`src/rtl/hash_pkg.sv`:
```
// Shared types, default sizes and address mapping for the hash vector assembler.
package hash_pkg;

    typedef enum logic {
        COLLECT = 1'b0,
        FULL    = 1'b1
    } state_e;

    localparam int unsigned HASH_WORD_WIDTH = 32;
    localparam int unsigned HASH_NUM_WORDS  = 8;

    // Word address width; never narrower than one bit so NUM_WORDS = 1 still has an address port.
    function automatic int unsigned addr_width(input int unsigned num_words);
        return (num_words > 1) ? $clog2(num_words) : 1;
    endfunction

    // Word order 0 keeps address k in slot k; word order 1 puts address 0 in the top slot (digest order).
    function automatic int unsigned addr_to_slot(input int unsigned addr, input logic word_order,
                                                 input int unsigned num_words);
        return word_order ? (num_words - 1 - addr) : addr;
    endfunction

endpackage

```
`src/rtl/hash_vector_assembler_if.sv`:
```
// Write port and vector output handshake of the hash vector assembler.
interface hash_vector_assembler_if
    import hash_pkg::*;
#(
    parameter int unsigned WORD_WIDTH = HASH_WORD_WIDTH,
    parameter int unsigned NUM_WORDS  = HASH_NUM_WORDS
);
    localparam int unsigned ADDR_W = addr_width(NUM_WORDS);
    localparam int unsigned VEC_W  = WORD_WIDTH * NUM_WORDS;

    logic                  wr_valid;
    logic [ADDR_W-1:0]     wr_addr;
    logic [WORD_WIDTH-1:0] wr_data;
    logic                  wr_ready;
    logic                  out_valid;
    logic                  out_ready;
    logic [VEC_W-1:0]      out_vector;
    logic [NUM_WORDS-1:0]  fill_mask;
    logic                  dup_err;
    logic                  addr_err;

    modport master (
        output wr_valid, wr_addr, wr_data, out_ready,
        input  wr_ready, out_valid, out_vector, fill_mask, dup_err, addr_err
    );

    modport slave (
        input  wr_valid, wr_addr, wr_data, out_ready,
        output wr_ready, out_valid, out_vector, fill_mask, dup_err, addr_err
    );

endinterface

```
`src/rtl/hash_slot_decoder.sv`:
```
// Turns an accepted word address into a one-hot slot write enable plus a range flag.
module hash_slot_decoder
    import hash_pkg::*;
#(
    parameter int unsigned NUM_WORDS = HASH_NUM_WORDS,
    parameter int unsigned ADDR_W    = addr_width(NUM_WORDS)
) (
    input  logic [ADDR_W-1:0]    wr_addr,
    input  logic                 word_order,
    input  logic                 accept,
    output logic [NUM_WORDS-1:0] slot_we,
    output logic                 in_range
);

    // Range check first so an out-of-range address never maps through the reversed order.
    always_comb begin
        in_range = (32'(wr_addr) < NUM_WORDS);
        slot_we  = '0;
        for (int unsigned k = 0; k < NUM_WORDS; k++) begin
            slot_we[k] = accept && in_range &&
                         (addr_to_slot(32'(wr_addr), word_order, NUM_WORDS) == k);
        end
    end

endmodule

```
`src/rtl/hash_vector_assembler.sv`:
```
// Collects NUM_WORDS words in any order into one vector and hands it off via valid/ready.
module hash_vector_assembler
    import hash_pkg::*;
#(
    parameter int unsigned WORD_WIDTH = HASH_WORD_WIDTH,
    parameter int unsigned NUM_WORDS  = HASH_NUM_WORDS
) (
    input  logic                    clock,
    input  logic                    reset,
    input  logic                    clear,
    input  logic                    word_order,
    hash_vector_assembler_if.slave  bus
);

    localparam int unsigned ADDR_W = addr_width(NUM_WORDS);
    localparam int unsigned VEC_W  = WORD_WIDTH * NUM_WORDS;

    state_e               state_q, state_d;
    logic [VEC_W-1:0]     vec_q, vec_d;
    logic [NUM_WORDS-1:0] mask_q, mask_d;
    logic                 dup_q, dup_d;
    logic                 aerr_q, aerr_d;

    logic                 accept;
    logic                 in_range;
    logic                 flush;
    logic [NUM_WORDS-1:0] slot_we;

    // Acceptance uses the state directly so clear can drop a same-cycle write without a comb loop through wr_ready.
    assign accept = bus.wr_valid && (state_q == COLLECT) && !clear;
    assign flush  = clear || ((state_q == FULL) && bus.out_ready);

    hash_slot_decoder #(
        .NUM_WORDS (NUM_WORDS),
        .ADDR_W    (ADDR_W)
    ) u_decoder (
        .wr_addr    (bus.wr_addr),
        .word_order (word_order),
        .accept     (accept),
        .slot_we    (slot_we),
        .in_range   (in_range)
    );

    for (genvar k = 0; k < NUM_WORDS; k++) begin : g_slot
        assign vec_d[k*WORD_WIDTH +: WORD_WIDTH] =
            flush      ? '0 :
            slot_we[k] ? bus.wr_data : vec_q[k*WORD_WIDTH +: WORD_WIDTH];
        assign mask_d[k] = !flush && (slot_we[k] || mask_q[k]);
    end

    assign dup_d  = |(slot_we & mask_q);
    assign aerr_d = accept && !in_range;

    // Next state and handshake outputs; FULL is entered on the write that completes the mask.
    always_comb begin
        state_d       = state_q;
        bus.wr_ready  = 1'b0;
        bus.out_valid = 1'b0;
        case (state_q)
            COLLECT: begin
                bus.wr_ready = 1'b1;
                if (&mask_d) begin
                    state_d = FULL;
                end
            end
            FULL: begin
                bus.out_valid = 1'b1;
                if (bus.out_ready) begin
                    state_d = COLLECT;
                end
            end
            default: state_d = COLLECT;
        endcase
        if (clear) begin
            state_d = COLLECT;
        end
    end

    // State, vector, mask and error pulse registers with synchronous reset.
    always_ff @(posedge clock) begin
        if (reset) begin
            state_q <= COLLECT;
            vec_q   <= '0;
            mask_q  <= '0;
            dup_q   <= 1'b0;
            aerr_q  <= 1'b0;
        end else begin
            state_q <= state_d;
            vec_q   <= vec_d;
            mask_q  <= mask_d;
            dup_q   <= dup_d;
            aerr_q  <= aerr_d;
        end
    end

    assign bus.out_vector = vec_q;
    assign bus.fill_mask  = mask_q;
    assign bus.dup_err    = dup_q;
    assign bus.addr_err   = aerr_q;

endmodule
```
`src/flat_wrapper.sv`:
```
// flat-port wrapper written by rule: the top's interface ports become plain ports
module hash_vector_assembler_flat import hash_pkg::*;
#(
    parameter int unsigned WORD_WIDTH = HASH_WORD_WIDTH,
    parameter int unsigned NUM_WORDS  = HASH_NUM_WORDS
)
  (clock, reset, clear, word_order, bus_wr_valid, bus_wr_addr, bus_wr_data, bus_out_ready, bus_wr_ready, bus_out_valid, bus_out_vector, bus_fill_mask, bus_dup_err, bus_addr_err);
  hash_vector_assembler_if #(.WORD_WIDTH(WORD_WIDTH), .NUM_WORDS(NUM_WORDS)) bus_i ();
  input  logic clock;
  input  logic reset;
  input  logic clear;
  input  logic word_order;
  input wire logic [$bits(bus_i.wr_valid)-1:0] bus_wr_valid;
  input wire logic [$bits(bus_i.wr_addr)-1:0] bus_wr_addr;
  input wire logic [$bits(bus_i.wr_data)-1:0] bus_wr_data;
  input wire logic [$bits(bus_i.out_ready)-1:0] bus_out_ready;
  output wire logic [$bits(bus_i.wr_ready)-1:0] bus_wr_ready;
  output wire logic [$bits(bus_i.out_valid)-1:0] bus_out_valid;
  output wire logic [$bits(bus_i.out_vector)-1:0] bus_out_vector;
  output wire logic [$bits(bus_i.fill_mask)-1:0] bus_fill_mask;
  output wire logic [$bits(bus_i.dup_err)-1:0] bus_dup_err;
  output wire logic [$bits(bus_i.addr_err)-1:0] bus_addr_err;
  assign bus_i.wr_valid = bus_wr_valid;
  assign bus_i.wr_addr = bus_wr_addr;
  assign bus_i.wr_data = bus_wr_data;
  assign bus_i.out_ready = bus_out_ready;
  assign bus_wr_ready = bus_i.wr_ready;
  assign bus_out_valid = bus_i.out_valid;
  assign bus_out_vector = bus_i.out_vector;
  assign bus_fill_mask = bus_i.fill_mask;
  assign bus_dup_err = bus_i.dup_err;
  assign bus_addr_err = bus_i.addr_err;
  hash_vector_assembler #(.WORD_WIDTH(WORD_WIDTH), .NUM_WORDS(NUM_WORDS)) u_core (.clock(clock), .reset(reset), .clear(clear), .word_order(word_order), .bus(bus_i));
endmodule
```
`config.mk`:
```
export PLATFORM = sky130hd
export DESIGN_NAME = hash_vector_assembler_flat
export DESIGN_NICKNAME = d
export VERILOG_FILES = /design/src/rtl/hash_pkg.sv /design/src/rtl/hash_vector_assembler_if.sv /design/src/rtl/hash_slot_decoder.sv /design/src/rtl/hash_vector_assembler.sv /design/src/flat_wrapper.sv
export SDC_FILE = /design/constraint.sdc
export NUM_CORES = 1
export LEC_CHECK = 0
export ABC_AREA = 1
export CAP_MARGIN = 20
export CORE_UTILIZATION = 47
export CTS_CLUSTER_SIZE = 16
export DETAILED_ROUTE_END_ITERATION = 10
export GPL_ROUTABILITY_DRIVEN = 0
export GPL_TIMING_DRIVEN = 0
export PLACE_DENSITY = 0.87
export SYNTH_ARGS = -nofsm -noshare
export SYNTH_HDL_FRONTEND = slang
export SYNTH_HIERARCHICAL = 1
export SYNTH_SLANG_ARGS = --single-unit
```
`constraint.sdc`:
```
create_clock -name clock -period 1.7 [get_ports clock]
set_clock_uncertainty 0.05 [all_clocks]
set_input_delay 0.34 -clock clock [delete_from_list [all_inputs] [get_ports clock]]
set_output_delay 0.34 -clock clock [all_outputs]
set_load 0.02 [all_outputs]
```
Yosys cells after proc, flatten, opt, wreduce, memory -nomap -nowiden
Index checks and enable logic that the tools add are counted.
W data, S select, Z words.
{"block": "word_totals", "regBits": 266, "inputBits": 41, "output_inout_bits": 268, "wordCells": 62}
{"block": "classes", "n_addsub": 1, "n_eq_ne": 7, "mux": 6, "bitwise": 2, "reduce_logical": 35}
{"cell": "$eq A32 B3 Y1 const B", "n": 4}
{"cell": "$eq A32 B2 Y1 const B", "n": 2}
{"cell": "$eq A32 B1 Y1 const B", "n": 1}
{"cell": "$logic_not A32 Y1", "n": 1}
{"cell": "$mux W32", "n": 1}
{"cell": "$logic_and A1 B1 Y1", "n": 19}
{"cell": "$logic_or A1 B1 Y1", "n": 9}
{"cell": "$and A8 B8 Y8", "n": 1}
{"cell": "$reduce_and A8 Y1", "n": 1}
{"cell": "$reduce_or A8 Y1", "n": 1}
{"cell": "$mux W1", "n": 4}
{"cell": "$reduce_or A2 Y1", "n": 2}
{"cell": "$sub A3 B3 Y4 const A", "n": 1}
{"cell": "$logic_not A1 Y1", "n": 2}
{"cell": "$pmux W1 S2", "n": 1}
{"cell": "$not A1 Y1", "n": 1}

Longest topological paths before layout
Gate-level depths: netlist of run 1.
{"block": "depth", "depth_word": 9, "depth_mapped": 12, "mapped_depth_nobuf": 11}

By module
Netlist of run 1, hierarchy kept.
{"module": "hash_vector_assembler", "n_inst": 1, "cells_each": 1209, "area_each_um2": 10382.5}
{"module": "hash_slot_decoder", "n_inst": 1, "cells_each": 36, "area_each_um2": 153.9}

Worst setup path after synthesis of run 1
Ideal clock, no wire load.
{"block": "synth_path", "kind": "reg2reg", "from": "register u_core.state_q", "to": "register u_core.vec_q[10] (netlist: u_core/bus.out_vector[10])", "setup_ns": 0.066, "arrival_time_ns": 1.729, "t_required_ns": 1.584, "slack_ns": -0.145, "path_stages_with_launch": 10, "path_buffers": 2, "cell_sequence": "dfxtp_1 > inv_1 > nand3_1 > inv_1 > nand3_2 > nor2_1 > clkbuf_1 > clkbuf_1 > nand2_1 > a21oi_2"}
{"block": "synth_between", "elab_chain_len": 4, "word_cells_on_any_way": 7, "classes_between": "1 x bitwise; 6 x reduce/logical"}
{"element": "start, declared", "line": "hash_vector_assembler.sv:18", "rtl": "state_e state_q, state_d;"}
{"element": "start signal, assigned", "line": "hash_vector_assembler.sv:88", "rtl": "state_q <= state_d;"}
{"element": "$not A1 Y1", "line": "hash_vector_assembler.sv:30", "rtl": "assign accept = bus.wr_valid && (state_q == COLLECT) && !clear;"}
{"element": "$logic_and A1 B1 Y1 (2 in a row)", "line": "hash_vector_assembler.sv:30"}
{"element": "named net u_core.accept", "line": "hash_vector_assembler.sv:24", "rtl": "logic accept;"}
{"element": "$logic_and A1 B1 Y1", "line": "hash_slot_decoder.sv:20", "rtl": "slot_we[k] = accept && in_range &&"}
{"element": "named net u_core.slot_we[0]", "line": "hash_vector_assembler.sv:27", "rtl": "logic [NUM_WORDS-1:0] slot_we;"}
{"element": "end signal, assigned", "line": "hash_vector_assembler.sv:89", "rtl": "vec_q <= vec_d;"}
{"element": "end, declared", "line": "hash_vector_assembler.sv:19", "rtl": "logic [VEC_W-1:0] vec_q, vec_d;"}
The timed path passes the listed nets, and every way through them passes these cells.
A chain may end at the register's enable or synchronous reset.

Worst setup path in the final report of run 1
{"block": "layout_path", "from": "register u_core.state_q", "to": "register u_core.vec_q[237] (netlist: u_core/bus.out_vector[237])"}
The elaborated chain is that of the path after synthesis.

==> results of run 1 <==
-- cells in the final DEF (no fill, tap or decap), drive strengths merged, types with 2 or more instances in the layout --
| cell type | netlist | routed |
|---|---|---|
| buf | 69 | 106 |
| inv | 15 | 18 |
| a21oi | 264 | 264 |
| o21ai | 3 | 3 |
| clkdlybuf4s50 | 0 | 7 |
| bufinv | 0 | 4 |
| clkdlybuf4s15 | 0 | 2 |
| dlygate4sd2 | 0 | 266 |
| nor2 | 17 | 17 |
| dfxtp | 267 | 267 |
| nand2 | 546 | 546 |
| nand3 | 4 | 4 |
| clkinv | 6 | 8 |
| clkinvlp | 0 | 2 |
| clkbuf | 50 | 69 |
-- how the worst max path moves through the flow --
| stage | slack [ps] | to | start |
|---|---|---|---|
| after floorplan | -20 | u_core/bus.out_vector[130] | u_core/state_q |
| after global placement | -1000 | u_core/bus.out_vector[123] | word_order |
| after detailed placement | -1080 | u_core/bus.out_vector[121] | word_order |
| after CTS | 5 | u_core/bus.out_vector[205] | u_core/state_q |
| after global routing | -170 | u_core/bus.out_vector[238] | u_core/state_q |
| final | -40 | u_core/bus.out_vector[237] | u_core/state_q |
-- power breakdown --
group | total, mW | switching [mW] | leakage (nW) | internal, mW
clock network | 6.20 | 2.46 | 0.455 | 3.74
registers | 6.30 | 0.0168 | 2.15 | 6.29
logic | 0.846 | 0.604 | 3.45 | 0.242
-- cell type report --
type,instances,share of cell area
repair buffers,295,0.176
clock buffers,37,0.0509
well taps,280,0.0233
flip-flops and latches,267,0.356
clock inverters,11,0.0108
plain buffers,118,0.0653
multi-input cells,838,0.309
inverters,21,0.00867
-- metrics by stage --
stage          hold slack [ps]  setup TNS [ps]  utilization  power [mW]  setup WS [ps]
2_1_floorplan              359            -456            -        6.92          -22.8
4_1_cts                    126               0        0.665        13.3           5.11
3_5_place_dp               407         -209160        0.625        7.22          -1080
6_report                   166            -806        0.686        13.4          -44.3
5_1_grt                    180          -10220        0.686        13.7           -172
3_3_place_gp               399         -190640        0.625        7.20          -1000
-- synthesized netlist by cell type --
cell type | number | share of area
a21oi_1 | 14 | 0.0067
a21oi_2 | 250 | 0.21
buf_1 | 32 | 0.011
buf_2 | 8 | 0.0038
buf_4 | 1 | 0.00071
buf_6 | 28 | 0.030
clkbuf_1 | 50 | 0.018
clkinv_1 | 6 | 0.0021
conb_1 | 1 | 0.00036
dfxtp_1 | 267 | 0.51
inv_1 | 14 | 0.0050
inv_2 | 1 | 0.00036
nand2_1 | 545 | 0.19
nand2_2 | 1 | 0.00059
nand3_1 | 2 | 0.00095
nand3_2 | 2 | 0.0019
nor2_1 | 17 | 0.0061
nor3_1 | 1 | 0.00047
o21ai_0 | 3 | 0.0014
o22ai_1 | 1 | 0.00059
or2_1 | 1 | 0.00059
-- cells by family (layout without fill, tap and decap cells) --
family          after synthesis  after routing  synth area share
simple gates                569            569             0.205
compound gates              268            268             0.216
other cells                   1              1          0.000356
flops                       267            267             0.507
buf+inv                     140            482            0.0711
-- registers in the layout (all words and copies together) (netlist names) --
signal                 flops
u_core/bus.dup_err         1
u_core/bus.fill_mask       8
u_core/bus.addr_err        1
u_core/bus.out_vector    256
u_core/state_q             1
-- critical path, delay by kind of cell (launching register included) --
| kind | cells | cell delay (ps) |
|---|---|---|
| compound gates | 1 | 60 |
| buf+inv | 5 | 680 |
| simple gates | 4 | 500 |
| flops | 1 | 330 |
-- layer usage --
| metal | up-vias | GRT usage | share of wire |
|---|---|---|---|
| met5 | - | 0 | 0 |
| met4 | 0 | 0.151 | 0.048 |
| met3 | 114 | 0.0749 | 0.099 |
| met2 | 528 | 0.525 | 0.47 |
| met1 | 4654 | 0.374 | 0.39 |
| li1 | 4564 | - | - |
-- what timing repair did --
item                                    in CTS  in global routing
pin swaps                                    1                 12
hold buffers                                 0                  0
resized for setup                          350                148
endpoints found under the setup margin     522                226
cloned                                       0                  3
setup buffers                                5                 11
==> impl_metrics.tcl, run 1 <==
set metrics [dict create \
    fin_area_sq_um 15000 \
    dpl.hpwl_um 26000 \
    syn_area_per_cell_sq_um 8.46 \
    report.final.slew_viol_count 0 \
    htree_levels 1 \
    first_pass_iters 5 \
    drv_cap 0 \
    final_cell_count_no_fill 1867 \
    p_leak_nw 6.05 \
    port_buffers 276 \
    fmax_mhz 573 \
    cts_tree "yes" \
    grt_max_degree 15 \
    critPathArrivalTime_ps 2110 \
    drive_above_1_share 0.293 \
    startpoint_type "register" \
    antenna_cells 0 \
    ys_types 21 \
    cpMaxStageDelayCell "dfxtp_2" \
    power_density_nw_per_um2 890 \
    fillers 1779 \
    area_growth_syn_to_layout_pct 42.4 \
    worst_slack_ps -44.3 \
    synth-seq-cells 267 \
    post-route-min-period_ps 1740 \
    crit_fanout 10 \
    io_pins 309 \
    cts_root_buffer "clkbuf_16" \
    postSynthCellCount 1245 \
    seqCellArea_sq_um 5350 \
    multi_input_area_sq_um 4640 \
    crit_top_cell "inv_2" \
    numCtsBuffers 27 \
    holdPathStages 3 \
    wl_per_cell_um 20.1 \
    rows 54 \
    path_class "register to register" \
    required_ps 2070 \
    reg2reg_to "u_core/bus.out_vector[237]" \
    end_kind "register" \
    clockBufferDepth 3 \
    drt_iter0_markers 613 \
    ant_nets 0 \
    antenna_found_initial 0 \
    die_x_um 152 \
    whs_endpoint "u_core/bus.out_vector[255]" \
    worst_pin_slew_ps 641 \
    post_dp_cell_area_sq_um 13700 \
    drt-total-wl_um 37600 \
    violations "negative setup slack" \
    min_period_over_period 1.03 \
    status "finished, violations left" \
    hold_class "primary input to register" \
    clock-sinks 267 \
    drcViolationCount 0 \
    syn_nets 1286 \
    dp_cells 1801 \
    grt_pass1_wl_um 54100 \
    setup_viol 40 \
    die_area_sq_um 23000 \
    hold_violations 0 \
    syn_area_sq_um 10500 \
    fp.coreArea_sq_um 21900 \
    ir_drop_uv 815 \
    rsz0062_at_grt "true" \
    initial_utilization 0.481 \
    synth_seq_area_share 0.507 \
    holdCritStartpoint "bus_wr_data[31]" \
    timing.rr.start "u_core/state_q" \
    grt_util_all_layers 0.313 \
    clk_latency_ps 520 \
    nNetsFinal 1609 \
    vias 9860 \
    grt_overflow_total 0 \
    rrSetupSlack_ps -40 \
    path_clk_slew_ps 70 \
    viasPerCell 5.28 \
    reg2regPathDepth 10 \
    die_h_um 152 \
    grt_pass1_vias 9437 \
    timing.slew.headroom 0.573 \
    max_stage_delay_ps 330 \
    yosysWarningCount 6 \
    crit_chain "inv_2, nand3_2, inv_2, nand3_4, nor2_1, buf_4, inv_1, clkbuf_8, nand2_1, a21oi_2" \
]
No activity file was read; power rests on OpenSTA's default activity.
==> inputs of run 2 (changes only) <==
--- a/config.mk
+++ b/config.mk
@@ -5,14 +5,13 @@
 export SDC_FILE = /design/constraint.sdc
 export NUM_CORES = 1
 export LEC_CHECK = 0
-export ABC_AREA = 1
 export CAP_MARGIN = 20
 export CORE_UTILIZATION = 47
 export CTS_CLUSTER_SIZE = 16
 export DETAILED_ROUTE_END_ITERATION = 10
 export GPL_ROUTABILITY_DRIVEN = 0
 export GPL_TIMING_DRIVEN = 0
-export PLACE_DENSITY = 0.87
+export PLACE_DENSITY = 0.89
 export SYNTH_ARGS = -nofsm -noshare
 export SYNTH_HDL_FRONTEND = slang
 export SYNTH_HIERARCHICAL = 1
==> run 2 against run 1 <==
Against the previous run:
- the flow still finishes with violations (negative setup slack)
- final area is 1.4% lower
- first-iteration DRC count is 32% lower
- clock power hardly changed
- final cell count is 16% lower
- largest cell class unchanged
- highest routed layer unchanged
==> impl_metrics.tcl, run 2 <==
set metrics [dict create \
    status "finished, violations left" \
    die_x_um 147 \
    wl_per_cell_um 21.4 \
    syn_area_per_cell_sq_um 10.6 \
    crit_fanout 10 \
    clockBufferDepth 3 \
    cpMaxStageDelayCell "clkdlybuf4s50_1" \
    p_leak_nw 6.30 \
    viasPerCell 5.25 \
    antenna_found_initial 0 \
    dpl.hpwl_um 21300 \
    largest_reg_flops 256 \
    end_kind "register" \
    power_switching_mw 3.01 \
    ant_nets 0 \
    path_clk_slew_ps 60 \
    grt_max_degree 14 \
    crit_chain "clkdlybuf4s50_1, nor3b_4, buf_6, a21boi_2, buf_6, buf_12, mux2i_1, nor2_1" \
    power_density_nw_per_um2 901 \
    fin_setup_tns_ps -7570 \
    min_period_over_period 1.06 \
    pre_cts_ws_ps -949 \
    worst_pin_slew_ps 641 \
    yosysWarningCount 6 \
    die_h_um 147 \
    final_common_cell "nor2_1" \
    yosysMostFrequentCell "nor2_1" \
    async_reset_ff_frac 0 \
    rsz0062_at_grt "true" \
    nNetsFinal 1318 \
    max_stage_delay_ps 510 \
    synth_seq_area_share 0.540 \
    syn_nets 974 \
    antenna_cells 0 \
    initial_utilization 0.485 \
    area_growth_syn_to_layout_pct 49.5 \
    ys_types 28 \
    fmax_mhz 554 \
    clk_latency_ps 530 \
    dp_cells 1479 \
    grt_pass1_wl_um 46700 \
    drt-total-wl_um 33600 \
    drt_iter0_markers 419 \
    timing.slew.headroom 0.573 \
    hold_violations 0 \
    postSynthCellCount 933 \
    p_comb_frac 0.064 \
    internal_power_mw 10.3 \
    critPathArrivalTime_ps 2170 \
    ys_top_cells_by_count "nor2_1 (270), dfxtp_1 (267), mux2i_1 (256)" \
    rows 52 \
    vias 8239 \
    drv_cap 0 \
    port_buffers 276 \
    syn_area_sq_um 9900 \
    io_pins 309 \
    grt_pass1_vias 8084 \
    setup_viol 189 \
    final_cell_mix "nor2_1 (270), dlygate4sd2_1 (266), dfxtp_1 (266)" \
    synth_edf_count 0 \
    netlist_top_cells_area "dfxtp_1 (54%), mux2i_1 (26%), nor2_1 (10%), buf_6 (3.3%), buf_2 (1.8%)" \
    whs_ps 201 \
    grt_util_all_layers 0.278 \
    crit_top_cell "buf_6" \
    fp.coreArea_sq_um 20400 \
    first_pass_iters 5 \
    synth_top_area_frac 0.540 \
    synth-seq-cells 267 \
    ir_drop_uv 1130 \
    pwr-share-seq 0.473 \
    hold_class "primary input to register" \
    switching_share 0.225 \
    startpoint_type "primary input" \
    clockPowerShare 0.463 \
    violations "negative setup slack" \
    cts_tree "yes" \
    numCtsBuffers 28 \
    post-route-min-period_ps 1810 \
    drcViolationCount 0 \
    synth_ff_type "dfxtp_1" \
    cts_root_buffer "clkbuf_16" \
    die_area_sq_um 21700 \
    final_cell_count_no_fill 1568 \
    worst_slack_ps -105 \
    htree_levels 1 \
    yosys.area.top_type "dfxtp_1" \
    cts_hold_buf 0 \
    drive_above_1_share 0.140 \
    report.final.slew_viol_count 0 \
    path_class "primary input to register" \
    clock-sinks 267 \
    grt_overflow_total 0 \
    required_ps 2070 \
]
-- run 2: cell types whose count changed after synthesis, sizes merged, moves of 5 or more --
cell | before | now
a21oi | 264 | 0
clkinv | 6 | 0
inv | 15 | 1
clkbuf | 50 | 0
mux2i | 0 | 256
buf | 69 | 98
nand2 | 546 | 0
nor2 | 17 | 271
a21boi | 0 | 5
-- run 2: routing by layer --
metal	GRT usage	vias up	wire length (um)
met3	0.0674	67	2600
met2	0.496	378	16900
met5	0	-	0
li1	-	3769	-
met1	0.323	4025	13200
met4	0.0959	0	905
-- run 2: area by class of cell --
type | instances | area [sq um]
clock inverters | 13 | 145
inverters | 1 | 3.75
flip-flops and latches | 267 | 5350
fillers | 1519 | 5630
plain buffers | 98 | 1090
multi-input cells | 567 | 4080
clock buffers | 38 | 790
repair buffers | 314 | 3010
well taps | 270 | 338
-- run 2: what timing repair did --
item,4_1_cts,5_1_grt
gates resized for setup,336,67
pin swaps,2,2
buffers inserted,7,14
cloned,0,17
setup endpoints to repair,508,248
-- run 2: logic make-up after synthesis --
family                 synth area share
AND/OR/NAND/NOR                   0.123
buffers and inverters            0.0647
flip-flops                        0.540
multiplexers                      0.259
AO/OA/AOI/OAI                    0.0138
other                          0.000379
-- run 2: critical path, delay by kind of cell --
family / cells / cell delay [ps]
AOI/OAI and AO/OA: 1 / 180
buffers and inverters: 4 / 1030
muxes: 1 / 220
and+or+nand+nor: 2 / 380
-- run 2: power groups by stage --
stage | clock (mW) | combinational, mW | sequential, mW
2_1_floorplan | 0 | 0.432 | 6.48
3_3_place_gp | 0 | 0.729 | 6.44
3_5_place_dp | 0 | 0.739 | 6.45
4_1_cts | 6.25 | 0.748 | 6.31
5_1_grt | 6.52 | 0.885 | 6.31
6_report | 6.18 | 0.850 | 6.31
-- run 2: worst paths after layout --
check                                 start                          to  slack [ps]  cells past startpoint
hold / removal              bus_wr_data[31]   u_core/bus.out_vector[95]         200                      3
setup reg to reg             u_core/state_q  u_core/bus.out_vector[232]         -90                      7
setup / recovery                      clear  u_core/bus.out_vector[232]        -110                      8
hold reg to reg   u_core/bus.out_vector[43]   u_core/bus.out_vector[43]         440                      2
-- run 2: per-stage QoR --
stage	util	power, mW	instance area [sq um]
after floorplan	-	6.92	10000
final	0.725	13.3	14800
after CTS	0.685	13.3	14000
after global routing	0.725	13.7	14800
after global placement	0.642	7.17	13100
after detailed placement	0.642	7.18	13100
==> inputs of run 3 (changes only) <==
--- a/config.mk
+++ b/config.mk
@@ -6,6 +6,7 @@
 export NUM_CORES = 1
 export LEC_CHECK = 0
 export CAP_MARGIN = 20
+export CORE_MARGIN = 2
 export CORE_UTILIZATION = 47
 export CTS_CLUSTER_SIZE = 16
 export DETAILED_ROUTE_END_ITERATION = 10
==> run 3 against run 2 <==
Against the previous run:
- the run still ends with negative setup slack left
- hold slack got worse by 0.90 ps
- critical path type is now register to register
- clock-buffer cell count grew 6
- routed wire length fell by 2.0%
- highest routed layer unchanged
==> impl_metrics.tcl, run 3 (synthesis gave the netlist of run 2 again) <==
set metrics [dict create \
    status "finished, violations left" \
    violations "negative setup slack" \
    first_pass_iters 5 \
    htree_levels 1 \
    use_met3 0.0758 \
    hold_violations 0 \
    worst_pin_slew_ps 620 \
    largest_reg_flops 256 \
    grt_util_all_layers 0.274 \
    final_cell_mix "nor2_1 (270), dfxtp_1 (266), dlygate4sd2_1 (265)" \
    dp_cells 1484 \
    pre_cts_ws_ps -928 \
    drcViolationCount 0 \
    power_density_nw_per_um2 910 \
    viasPerCell 5.22 \
    post-route-min-period_ps 1770 \
    nNetsFinal 1307 \
    postLayoutCoreUtil 0.699 \
    die_area_sq_um 22200 \
    area_growth_syn_to_layout_pct 47.0 \
    pwr-share-seq 0.476 \
    path_class "register to register" \
    crit_cells 7 \
    crit_fanout 9 \
    initial_utilization 0.476 \
    cts_hold_buf 0 \
    die_h_um 149 \
    critPathArrivalTime_ps 2190 \
    final_common_cell "nor2_1" \
    die_x_um 149 \
    rsz0062_at_grt "true" \
    crit_chain "nor3b_4, buf_6, o21a_1, buf_8, nor2_1, nor4_2, a31o_1" \
    antenna_found_initial 1 \
    path_clk_slew_ps 60 \
    end_kind "register" \
    numCtsBuffers 28 \
    p_comb_frac 0.062 \
    clockBufferDepth 3 \
    startpoint_type "register" \
    post_dp_cell_area_sq_um 13100 \
    drt_iter0_markers 446 \
    grt_max_degree 14 \
    crit_buf_inv 2 \
    whs_ps 200 \
    final_cell_count_no_fill 1562 \
    hold_class "primary input to register" \
    switching_share 0.221 \
    timing.slew.headroom 0.586 \
    fmax_mhz 565 \
    ir_drop_uv 861 \
    ant_nets 0 \
    io_pins 309 \
    p_leak_nw 6.19 \
    vias 8154 \
    clock-sinks 267 \
    grt_pass1_wl_um 46900 \
    critPathLaunch "u_core/state_q" \
    required_ps 2120 \
    clockPowerShare 0.462 \
    timing.rr.start "u_core/state_q" \
    cts_root_buffer "clkbuf_16" \
    rrSetupSlack_ps -70 \
    drive_above_1_share 0.132 \
    grt_pass1_vias 8269 \
    busiest_layer "met2" \
    holdPathStages 3 \
    internal_power_mw 10.3 \
    fp.coreArea_sq_um 20800 \
    cts_tree "yes" \
    grt_overflow_total 0 \
    reg2reg_to "u_core/state_q" \
    port_buffers 276 \
    report.final.slew_viol_count 0 \
    met2_usage 0.486 \
    fin_area_sq_um 14600 \
    drv_cap 0 \
    clk_latency_ps 530 \
    worst_slack_ps -69.7 \
    setup_viol 10 \
    rows 53 \
    crit_end "u_core/state_q" \
    cp_top_family "simple AND/OR/NAND/NOR gates" \
    drt-total-wl_um 32900 \
    power_switching_mw 2.92 \
    min_period_over_period 1.04 \
    wl_per_cell_um 21.1 \
    dpl.hpwl_um 21600 \
    grt_util_met1 0.313 \
    max_stage_delay_ps 370 \
    cpMaxStageDelayCell "dfxtp_4" \
    reg2regPathDepth 7 \
]
==> run 3: changes by cell type in the layout (fill, tap and decap cells not counted), sizes merged <==
cell,change
clkdlybuf4s15,+1
buf,-2
dlygate4sd2,-1
dlymetal6s2s,+1
clkdlybuf4s50,-1
clkbuf,-3
bufinv,-1
clkinvlp,-2
clkinv,-4
diode,+1
==> run 3: metrics by stage <==
step	setup TNS, ps	total power, mW
final	-230	13.3
after global placement	-187660	7.18
after CTS	-2.35	13.3
after global routing	-2530	13.6
after floorplan	-2080	6.92
after detailed placement	-198910	7.19
==> run 3: layout make-up <==
type                    count  area (sq um)
diodes                      1          2.50
plain buffers              98          1070
clock buffers              44           852
clock inverters             6          83.8
fillers                  1558          6260
inverters                   1          3.75
multi-input cells         567          4070
flip-flops and latches    267          5350
well taps                 275           344
repair buffers            303          2780
==> run 3: routing by layer <==
metal,up-vias,part of all wire
met1,3957,0.40
met2,360,0.49
met3,83,0.073
li1,3754,-
met4,0,0.036
met5,-,0
==> run 3: what timing repair did <==
action                     4_1_cts  5_1_grt
hold endpoints to repair         0        0
setup endpoints to repair      511      200
gates cloned                     0        9
pin swaps                        2        1
buffers inserted                11        7
resized for setup              336       68
==> run 3: worst min-delay path: cells and delay by family <==
family                 cells  cell delay, ps
muxes                      1             170
buffers and inverters      1             170
and+or+nand+nor            1              50
==> run 3: how the worst min path moves through the flow <==
stage / end / startpoint / slack, ps
floorplan: u_core/bus.dup_err / reset / 360
global placement: u_core/bus.out_vector[59] / u_core/bus.out_vector[59] / 420
detailed placement: u_core/bus.out_vector[103] / u_core/bus.out_vector[103] / 430
CTS: u_core/bus.out_vector[255] / bus_wr_data[31] / 170
global route: u_core/bus.out_vector[191] / bus_wr_data[31] / 200
finish: u_core/bus.out_vector[255] / bus_wr_data[31] / 200
==> run 3: power by group through the flow <==
stage	Sequential, mW	Clock, mW	Combinational [mW]
5_1_grt	6.31	6.44	0.861
4_1_cts	6.31	6.20	0.756
3_5_place_dp	6.45	0	0.743
3_3_place_gp	6.44	0	0.732
6_report	6.31	6.12	0.825
2_1_floorplan	6.48	0	0.432
